`config.mk`:
```
export PLATFORM = sky130hd
export DESIGN_NAME = alu_mc_param
export DESIGN_NICKNAME = d
export VERILOG_FILES = /design/src/rtl/alu_mc_pkg.sv /design/src/rtl/alu_mc_shift_mul.sv /design/src/rtl/alu_mc_param.sv
export SDC_FILE = /design/constraint.sdc
export NUM_CORES = 1
export LEC_CHECK = 0
export ABC_AREA = 1
export CAP_MARGIN = 15
export CORE_MARGIN = 1
export CORE_UTILIZATION = 59
export CTS_CLUSTER_DIAMETER = 120
export DETAILED_ROUTE_END_ITERATION = 8
export PLACE_DENSITY = 0.91
export SYNTH_ARGS = -nofsm -noshare
export SYNTH_HDL_FRONTEND = slang
export SYNTH_SLANG_ARGS = --single-unit
```
`constraint.sdc`:
```
create_clock -name input_CLK -period 3.05 [get_ports input_CLK]
set_input_delay 0.305 -clock input_CLK [delete_from_list [all_inputs] [get_ports input_CLK]]
set_output_delay 0.305 -clock input_CLK [all_outputs]
set_load 0.005 [all_outputs]
```
`src/rtl/alu_mc_pkg.sv`:
```
// Shared definitions for the multi-cycle ALU: opcodes, FSM states and
// the registered flag bundle.
package alu_mc_pkg;

    localparam logic [3:0] OP_ADD = 4'b0000;
    localparam logic [3:0] OP_SUB = 4'b0001;
    localparam logic [3:0] OP_AND = 4'b0010;
    localparam logic [3:0] OP_OR  = 4'b0011;
    localparam logic [3:0] OP_XOR = 4'b0100;
    localparam logic [3:0] OP_SLL = 4'b0101;
    localparam logic [3:0] OP_SRL = 4'b0110;
    localparam logic [3:0] OP_SLA = 4'b0111;
    localparam logic [3:0] OP_SRA = 4'b1000;
    localparam logic [3:0] OP_DBL = 4'b1001;
    localparam logic [3:0] OP_MUL = 4'b1010;

    typedef enum logic [1:0] {
        IDLE = 2'd0,
        MUL  = 2'd1,
        DONE = 2'd2
    } state_e;

    typedef struct packed {
        logic zero;
        logic neg;
        logic carry;
        logic ovf;
        logic illegal;
    } alu_flags_t;

endpackage

```
`src/rtl/alu_mc_shift_mul.sv`:
```
// Iterative unsigned shift-add multiplier, one partial product per cycle.
// Only built when ALU_MC_MUL_EN is defined.
`ifdef ALU_MC_MUL_EN
module alu_mc_shift_mul #(
    parameter int WIDTH = 16
) (
    input  logic               clk,
    input  logic               rst,
    input  logic               start,
    input  logic [WIDTH-1:0]   a,
    input  logic [WIDTH-1:0]   b,
    output logic               busy,
    output logic               done,
    output logic [2*WIDTH-1:0] product
);

    localparam int CW = $clog2(WIDTH + 1);

    logic [2*WIDTH-1:0] acc_q, acc_d;
    logic [WIDTH-1:0]   mcand_q, mcand_d;
    logic [CW-1:0]      cnt_q, cnt_d;
    logic               busy_q, busy_d;
    logic [WIDTH:0]     part;

    // acc = {partial high, remaining multiplier bits}; shifted right each step
    always_comb begin
        acc_d   = acc_q;
        mcand_d = mcand_q;
        cnt_d   = cnt_q;
        busy_d  = busy_q;
        done    = 1'b0;
        part    = {1'b0, acc_q[2*WIDTH-1:WIDTH]}
                + (acc_q[0] ? {1'b0, mcand_q} : '0);
        if (start) begin
            acc_d   = {{WIDTH{1'b0}}, b};
            mcand_d = a;
            cnt_d   = '0;
            busy_d  = 1'b1;
        end else if (busy_q) begin
            acc_d = {part, acc_q[WIDTH-1:1]};
            cnt_d = cnt_q + 1'b1;
            if (cnt_d == CW'(WIDTH)) begin
                busy_d = 1'b0;
                done   = 1'b1;
            end
        end
    end

    always_ff @(posedge clk) begin
        if (rst) begin
            acc_q   <= '0;
            mcand_q <= '0;
            cnt_q   <= '0;
            busy_q  <= 1'b0;
        end else begin
            acc_q   <= acc_d;
            mcand_q <= mcand_d;
            cnt_q   <= cnt_d;
            busy_q  <= busy_d;
        end
    end

    // product is valid in the done cycle, ahead of the final acc update
    assign busy    = busy_q;
    assign product = acc_d;

endmodule
`endif

```
`src/rtl/alu_mc_param.sv`:
```
// Multi-cycle parametrised ALU with registered result/flags and start/done.
// Define ALU_MC_MUL_EN to build the iterative multiplier (op 1010).
module alu_mc_param
    import alu_mc_pkg::*;
#(
    parameter int WIDTH = 16,
    parameter int SHW   = $clog2(WIDTH)
) (
    input  logic             input_CLK,
    input  logic             input_Reset,
    input  logic             input_Start,
    input  logic [WIDTH-1:0] input_A,
    input  logic [WIDTH-1:0] input_B,
    input  logic [3:0]       input_ALUOp,
    output logic [WIDTH-1:0] output_ALU,
    output logic             output_Busy,
    output logic             output_Done,
    output logic             output_Zero,
    output logic             output_Negative,
    output logic             output_Carry,
    output logic             output_Overflow,
    output logic             output_Illegal
);

    localparam int M = WIDTH - 1;

    state_e           state_q, state_d;
    logic [WIDTH-1:0] result_q, result_d;
    alu_flags_t       flags_q, flags_d;

    logic [SHW-1:0]       sh;
    logic [WIDTH:0]       sum, diff, shl, shr;
    logic signed [WIDTH:0] sar;
    logic [WIDTH-1:0]     alu_res;
    alu_flags_t           alu_flg;
    logic                 is_mul;

`ifdef ALU_MC_MUL_EN
    logic               mul_start, mul_busy, mul_done;
    logic [2*WIDTH-1:0] mul_prod;

    alu_mc_shift_mul #(.WIDTH(WIDTH)) u_mul (
        .clk     (input_CLK),
        .rst     (input_Reset),
        .start   (mul_start),
        .a       (input_A),
        .b       (input_B),
        .busy    (mul_busy),
        .done    (mul_done),
        .product (mul_prod)
    );
`endif

    always_comb begin
        sh      = input_B[SHW-1:0];
        sum     = {1'b0, input_A} + {1'b0, input_B};
        diff    = {1'b0, input_A} - {1'b0, input_B};
        shl     = {1'b0, input_A} << sh;
        shr     = {input_A, 1'b0} >> sh;
        sar     = $signed({input_A, 1'b0}) >>> sh;
        alu_res = '0;
        alu_flg = '0;
        unique case (input_ALUOp)
            OP_ADD: begin
                alu_res       = sum[M:0];
                alu_flg.carry = sum[WIDTH];
                alu_flg.ovf   = (input_A[M] == input_B[M])
                              && (sum[M] != input_A[M]);
            end
            OP_SUB: begin
                alu_res       = diff[M:0];
                alu_flg.carry = diff[WIDTH];
                alu_flg.ovf   = (input_A[M] != input_B[M])
                              && (diff[M] != input_A[M]);
            end
            OP_AND: alu_res = input_A & input_B;
            OP_OR:  alu_res = input_A | input_B;
            OP_XOR: alu_res = input_A ^ input_B;
            OP_SLL, OP_SLA: begin
                alu_res       = shl[M:0];
                alu_flg.carry = shl[WIDTH];
            end
            OP_SRL: begin
                alu_res       = shr[WIDTH:1];
                alu_flg.carry = shr[0];
            end
            OP_SRA: begin
                alu_res       = sar[WIDTH:1];
                alu_flg.carry = sar[0];
            end
            // (A+B)<<1: bits WIDTH and WIDTH+1 are sum[M] and sum[WIDTH]
            OP_DBL: begin
                alu_res       = {sum[M-1:0], 1'b0};
                alu_flg.carry = sum[WIDTH] | sum[M];
            end
            default: alu_flg.illegal = 1'b1;
        endcase
        alu_flg.zero = (alu_res == '0);
        alu_flg.neg  = alu_res[M];
    end

`ifdef ALU_MC_MUL_EN
    assign is_mul = (input_ALUOp == OP_MUL);
`else
    assign is_mul = 1'b0;
`endif

    always_comb begin
        state_d  = state_q;
        result_d = result_q;
        flags_d  = flags_q;
`ifdef ALU_MC_MUL_EN
        mul_start = 1'b0;
`endif
        unique case (state_q)
            IDLE, DONE: begin
                if (input_Start && is_mul) begin
                    state_d = MUL;
`ifdef ALU_MC_MUL_EN
                    mul_start = 1'b1;
`endif
                end else if (input_Start) begin
                    state_d  = DONE;
                    result_d = alu_res;
                    flags_d  = alu_flg;
                end else begin
                    state_d = IDLE;
                end
            end
            MUL: begin
`ifdef ALU_MC_MUL_EN
                if (mul_done) begin
                    state_d       = DONE;
                    result_d      = mul_prod[M:0];
                    flags_d       = '0;
                    flags_d.carry = |mul_prod[2*WIDTH-1:WIDTH];
                    flags_d.zero  = (mul_prod[M:0] == '0);
                    flags_d.neg   = mul_prod[M];
                end
`else
                state_d = IDLE;
`endif
            end
            default: state_d = IDLE;
        endcase
    end

    always_ff @(posedge input_CLK) begin
        if (input_Reset) begin
            state_q  <= IDLE;
            result_q <= '0;
            flags_q  <= '0;
        end else begin
            state_q  <= state_d;
            result_q <= result_d;
            flags_q  <= flags_d;
        end
    end

    assign output_ALU      = result_q;
    assign output_Done     = (state_q == DONE);
    assign output_Zero     = flags_q.zero;
    assign output_Negative = flags_q.neg;
    assign output_Carry    = flags_q.carry;
    assign output_Overflow = flags_q.ovf;
    assign output_Illegal  = flags_q.illegal;
`ifdef ALU_MC_MUL_EN
    assign output_Busy = (state_q == MUL) && mul_busy;
`else
    assign output_Busy = 1'b0;
`endif

endmodule

```
==> results of run 1 <==
final cells by class:
type	count	area (sq um)
clock buffers	3	41.3
inverters	124	470
multi-input cells	840	4140
flip-flops and latches	21	420
repair buffers	116	1020
fillers	839	2490
clock inverters	1	5.00
well taps	108	135
through the flow:
stage,worst slack [ps],std cells
floorplan,527,1029
global placement,62.7,1209
detailed placement,-7.45,1209
CTS,268,1213
global route,122,1213
finish,320,1213
per-layer routing:
metal / track usage (%) / wire length [um] / vias to the layer above
met4: 22.0 / 1220 / 0
li1: - / - / 3450
met3: 5.35 / 2250 / 93
met1: 55.5 / 8190 / 3131
met5: 0 / 0 / -
met2: 68.0 / 8810 / 463
power by group through the flow:
stage          Sequential, uW  Clock, uW  Combinational (uW)
2_1_floorplan             312          0                 582
3_3_place_gp              310          0                 921
3_5_place_dp              311          0                 927
4_1_cts                   304        179                 932
5_1_grt                   306        192                1050
6_report                  305        180                 963
registers in the layout, indices dropped and copies added, names as in the netlist:
register         count
state_q              1
output_ALU          16
output_Overflow      1
output_Zero          1
output_Carry         1
output_Illegal       1
critical path: cells and delay by family:
family,cells,cell delay (ps)
AO/OA/AOI/OAI,1,110
adder cells (fa/ha/maj),1,500
buffers and inverters,3,690
AND/OR/NAND/NOR,12,1330
synthesized netlist by cell type (all sizes together):
cell type    n
nand2      334
nand3      189
nor2       133
inv        124
ha          49
o21ai       41
a21oi       38
buf         32
dfxtp       21
clkbuf      12
nor3        12
o211ai      12
nand4        8
or2          6
nand3b       3
a31oi        2
fa           2
o22ai        2
a211oi       1
and2         1
conb         1
o2111ai      1
o21a         1
o21bai       1
o221ai       1
xnor2        1
xor2         1
kinds of logic after synthesis:
| family | count (synthesis) | share of synthesized area, % |
|---|---|---|
| AO/OA/AOI/OAI | 100 | 10.6 |
| XOR/XNOR | 2 | 0.331 |
| adder cells (fa/ha/maj) | 51 | 12.3 |
| buffers and inverters | 168 | 13.9 |
| flip-flops | 21 | 7.95 |
| other | 1 | 0.0709 |
| AND/OR/NAND/NOR | 686 | 54.8 |
worst paths after layout:
path / slack, ps / endpoint / cells after the start
max: 320 / output_Zero / 17
max reg2reg: 2260 / output_ALU[8] / 4
min: 490 / output_Carry / 2
min reg2reg: 490 / output_Carry / 2
what timing repair did:
item / in CTS / in global routing
setup buffers: 0 / 0
gates resized for setup: 0 / 3
setup endpoints to repair: 0 / 1
hold buffers: 0 / 0
==> run summary, run 1 <==
• **outcome** finished clean
• **area of the die** 0.00935 sq mm
• **flip-flop and latch count after synthesis** 21
• **number of nets with antenna violations after routing** 0
• **overflow left after global routing** 0
• **via count** 7137
• **utilization after layout** 71.5%
• **count of input and output buffers** 60
• **sequence of cells on the critical path** clkdlybuf4s50_1 > inv_1 > ha_1 > nand2_1 > nand3b_1 > nand2_1 > buf_4 > nand2_1 > nand2_1 > nand2_1 > nand3_1 > nand2_1 > nor2_1 > nand2_1 > nor2_1 > nand3_1 > a21oi_2
• **startpoint of the most critical hold path** output_Carry
• **Final Hold Viols** 0
• **maximum level of the CTS H-tree** 1
• **VDD IR max** 0.000170 V
• **number of distinct library cells after synthesis** 39
• **number of global-route vias before repair** 6560
• **number of design rule violations left after detail routing** 0
• **maximum number of pins on one net before global-route repair** 35
• **highest-delay cell along the critical path** sky130_fd_sc_hd__ha_1
• **Cell Pwr Density** 232 mW/mm^2
• **Wirelength per Cell** 16.9 um
• **first-pass detailed-route iteration total** 6
• **Max Clock Freq** 366 MHz
• **actual slew at the worst max-slew pin** 561 ps
• **sequential element share of the synthesized area** 7.95%
• **library cell occupying the most area in the post-synthesis netlist** sky130_fd_sc_hd__nand2_1
• **detailed-route vias per instance** 5.88
• **die outline width** 96.7 um
• **global routing usage summed across all routing layers** 42.4%
• **wire length of the first global-routing pass** 32.3 mm
• **Worst Clk Skew** 0 ps
• **Int Power** 742 uW
• **Pleak** 0.00347 uW
• **count of routing violations after the opening detailed-route iteration** 832
• **switching share of power** 48.8%
• **longest individual stage delay on the worst path** 500 ps
• **endpoint arrival time on the critical path** 2920 ps
• **Net Count, Synth** 1119
• **CP max FO** 10
• **TritonCTS clock tree** built
• **placeable core region** 0.00872 sq mm
• **Gate power share** 66.5%
• **max-capacitance violation count** 0
• **Finish-stage setup viols** 0
• **Worst slew margin** 62.5%
• **critical path class** in -> reg
• **data required time at the worst endpoint** 3240 ps
• **Avg Synthesized Cell Area** 5.14 sq um
• **die extent in y** 96.7 um
• **Switching Power** 707 uW
• **final wirelength** 20.5 mm
• **number of buffers inserted during clock tree synthesis** 3
• **detailed placement HPWL** 16.7 mm
• **maximum clock path buffer count** 2
• **clock transition at the registers of the reported paths** 80 ps
• **cell mode on critical path** sky130_fd_sc_hd__nand2_1
• **area growth from synthesis to final layout** 17.9%
• **source-to-sink clock delay at the later pin of the worst-skew pair** 260 ps
• **final estimated routing congestion in global placement** 1.09
• **reg-to-reg critical path startpoint** output_ALU[8]
• **startpoint of the most critical setup path** input_B[4]
• **Cell Area, Placed** 0.00618 sq mm
• **final setup TNS** 0 ps
• **synthesized cell area** 0.00529 sq mm
• **initial standard-cell utilization of the core** 60.6%
• **post-route clock period utilization** 89.5%
• **gate count after technology mapping** 1029
• **final design area excluding fillers** 0.00623 sq mm
• **antenna cells** 0
• **Syn. warnings** 0
• **Final Total Pwr** 1450 uW
• **category of the worst setup path launch point** primary input
• **element type at the critical path end** register
• **max-slew violation count** 0
• **largest cells by area after synthesis** sky130_fd_sc_hd__nand2_1 (23%), sky130_fd_sc_hd__nand3_1 (18%), sky130_fd_sc_hd__ha_1 (12%), sky130_fd_sc_hd__nor2_1 (9.2%), sky130_fd_sc_hd__inv_1 (8.6%)
• **Clock Power Share** 12.5%
• **Clk Tree Root Cell** sky130_fd_sc_hd__clkbuf_8
• **Total Nets Final** 1196
• **number of antenna violations at the first check in global routing** 0
• **post-route minimum period** 2730 ps
• **Hold WS** 486 ps
• **most frequent cells in the layout** sky130_fd_sc_hd__nand2_1 (329), sky130_fd_sc_hd__nand3_1 (188), sky130_fd_sc_hd__nor2_1 (128)
• **worst hold path type** reg -> reg
• **Seq pwr share** 21.0%
• **# rows** 34
• **unrepaired setup endpoints after global routing** no
• **IO Count** 62
• **most common library cell in the layout ignoring fill and taps** sky130_fd_sc_hd__nand2_1
• **count of clock tree sinks** 21
• **fraction of final layout cells sized beyond drive strength 1** 7.15%
• **Yosys top cell area share** 23.3%
Note: power is estimated with default switching activity, not from simulation.
==> inputs of run 2 (changes only) <==
--- a/config.mk
+++ b/config.mk
@@ -9,9 +9,10 @@
 export CAP_MARGIN = 15
 export CORE_MARGIN = 1
 export CORE_UTILIZATION = 59
-export CTS_CLUSTER_DIAMETER = 120
+export CTS_CLUSTER_DIAMETER = 40
 export DETAILED_ROUTE_END_ITERATION = 8
 export PLACE_DENSITY = 0.91
 export SYNTH_ARGS = -nofsm -noshare
 export SYNTH_HDL_FRONTEND = slang
+export SYNTH_HIERARCHICAL = 1
 export SYNTH_SLANG_ARGS = --single-unit
==> results of run 2 <==
No change in the layout: final DEF, timing and power equal those of run 1.
Among the figures that moved: Yosys warning count 0 -> 6
==> inputs of run 3 (changes only) <==
--- a/config.mk
+++ b/config.mk
@@ -7,7 +7,6 @@
 export LEC_CHECK = 0
 export ABC_AREA = 1
 export CAP_MARGIN = 15
-export CORE_MARGIN = 1
 export CORE_UTILIZATION = 59
 export CTS_CLUSTER_DIAMETER = 40
 export DETAILED_ROUTE_END_ITERATION = 8
==> results of run 3 <==
No change in the layout: final DEF, timing and power equal those of run 1.
Among the figures that moved: Yosys warning count 0 -> 6
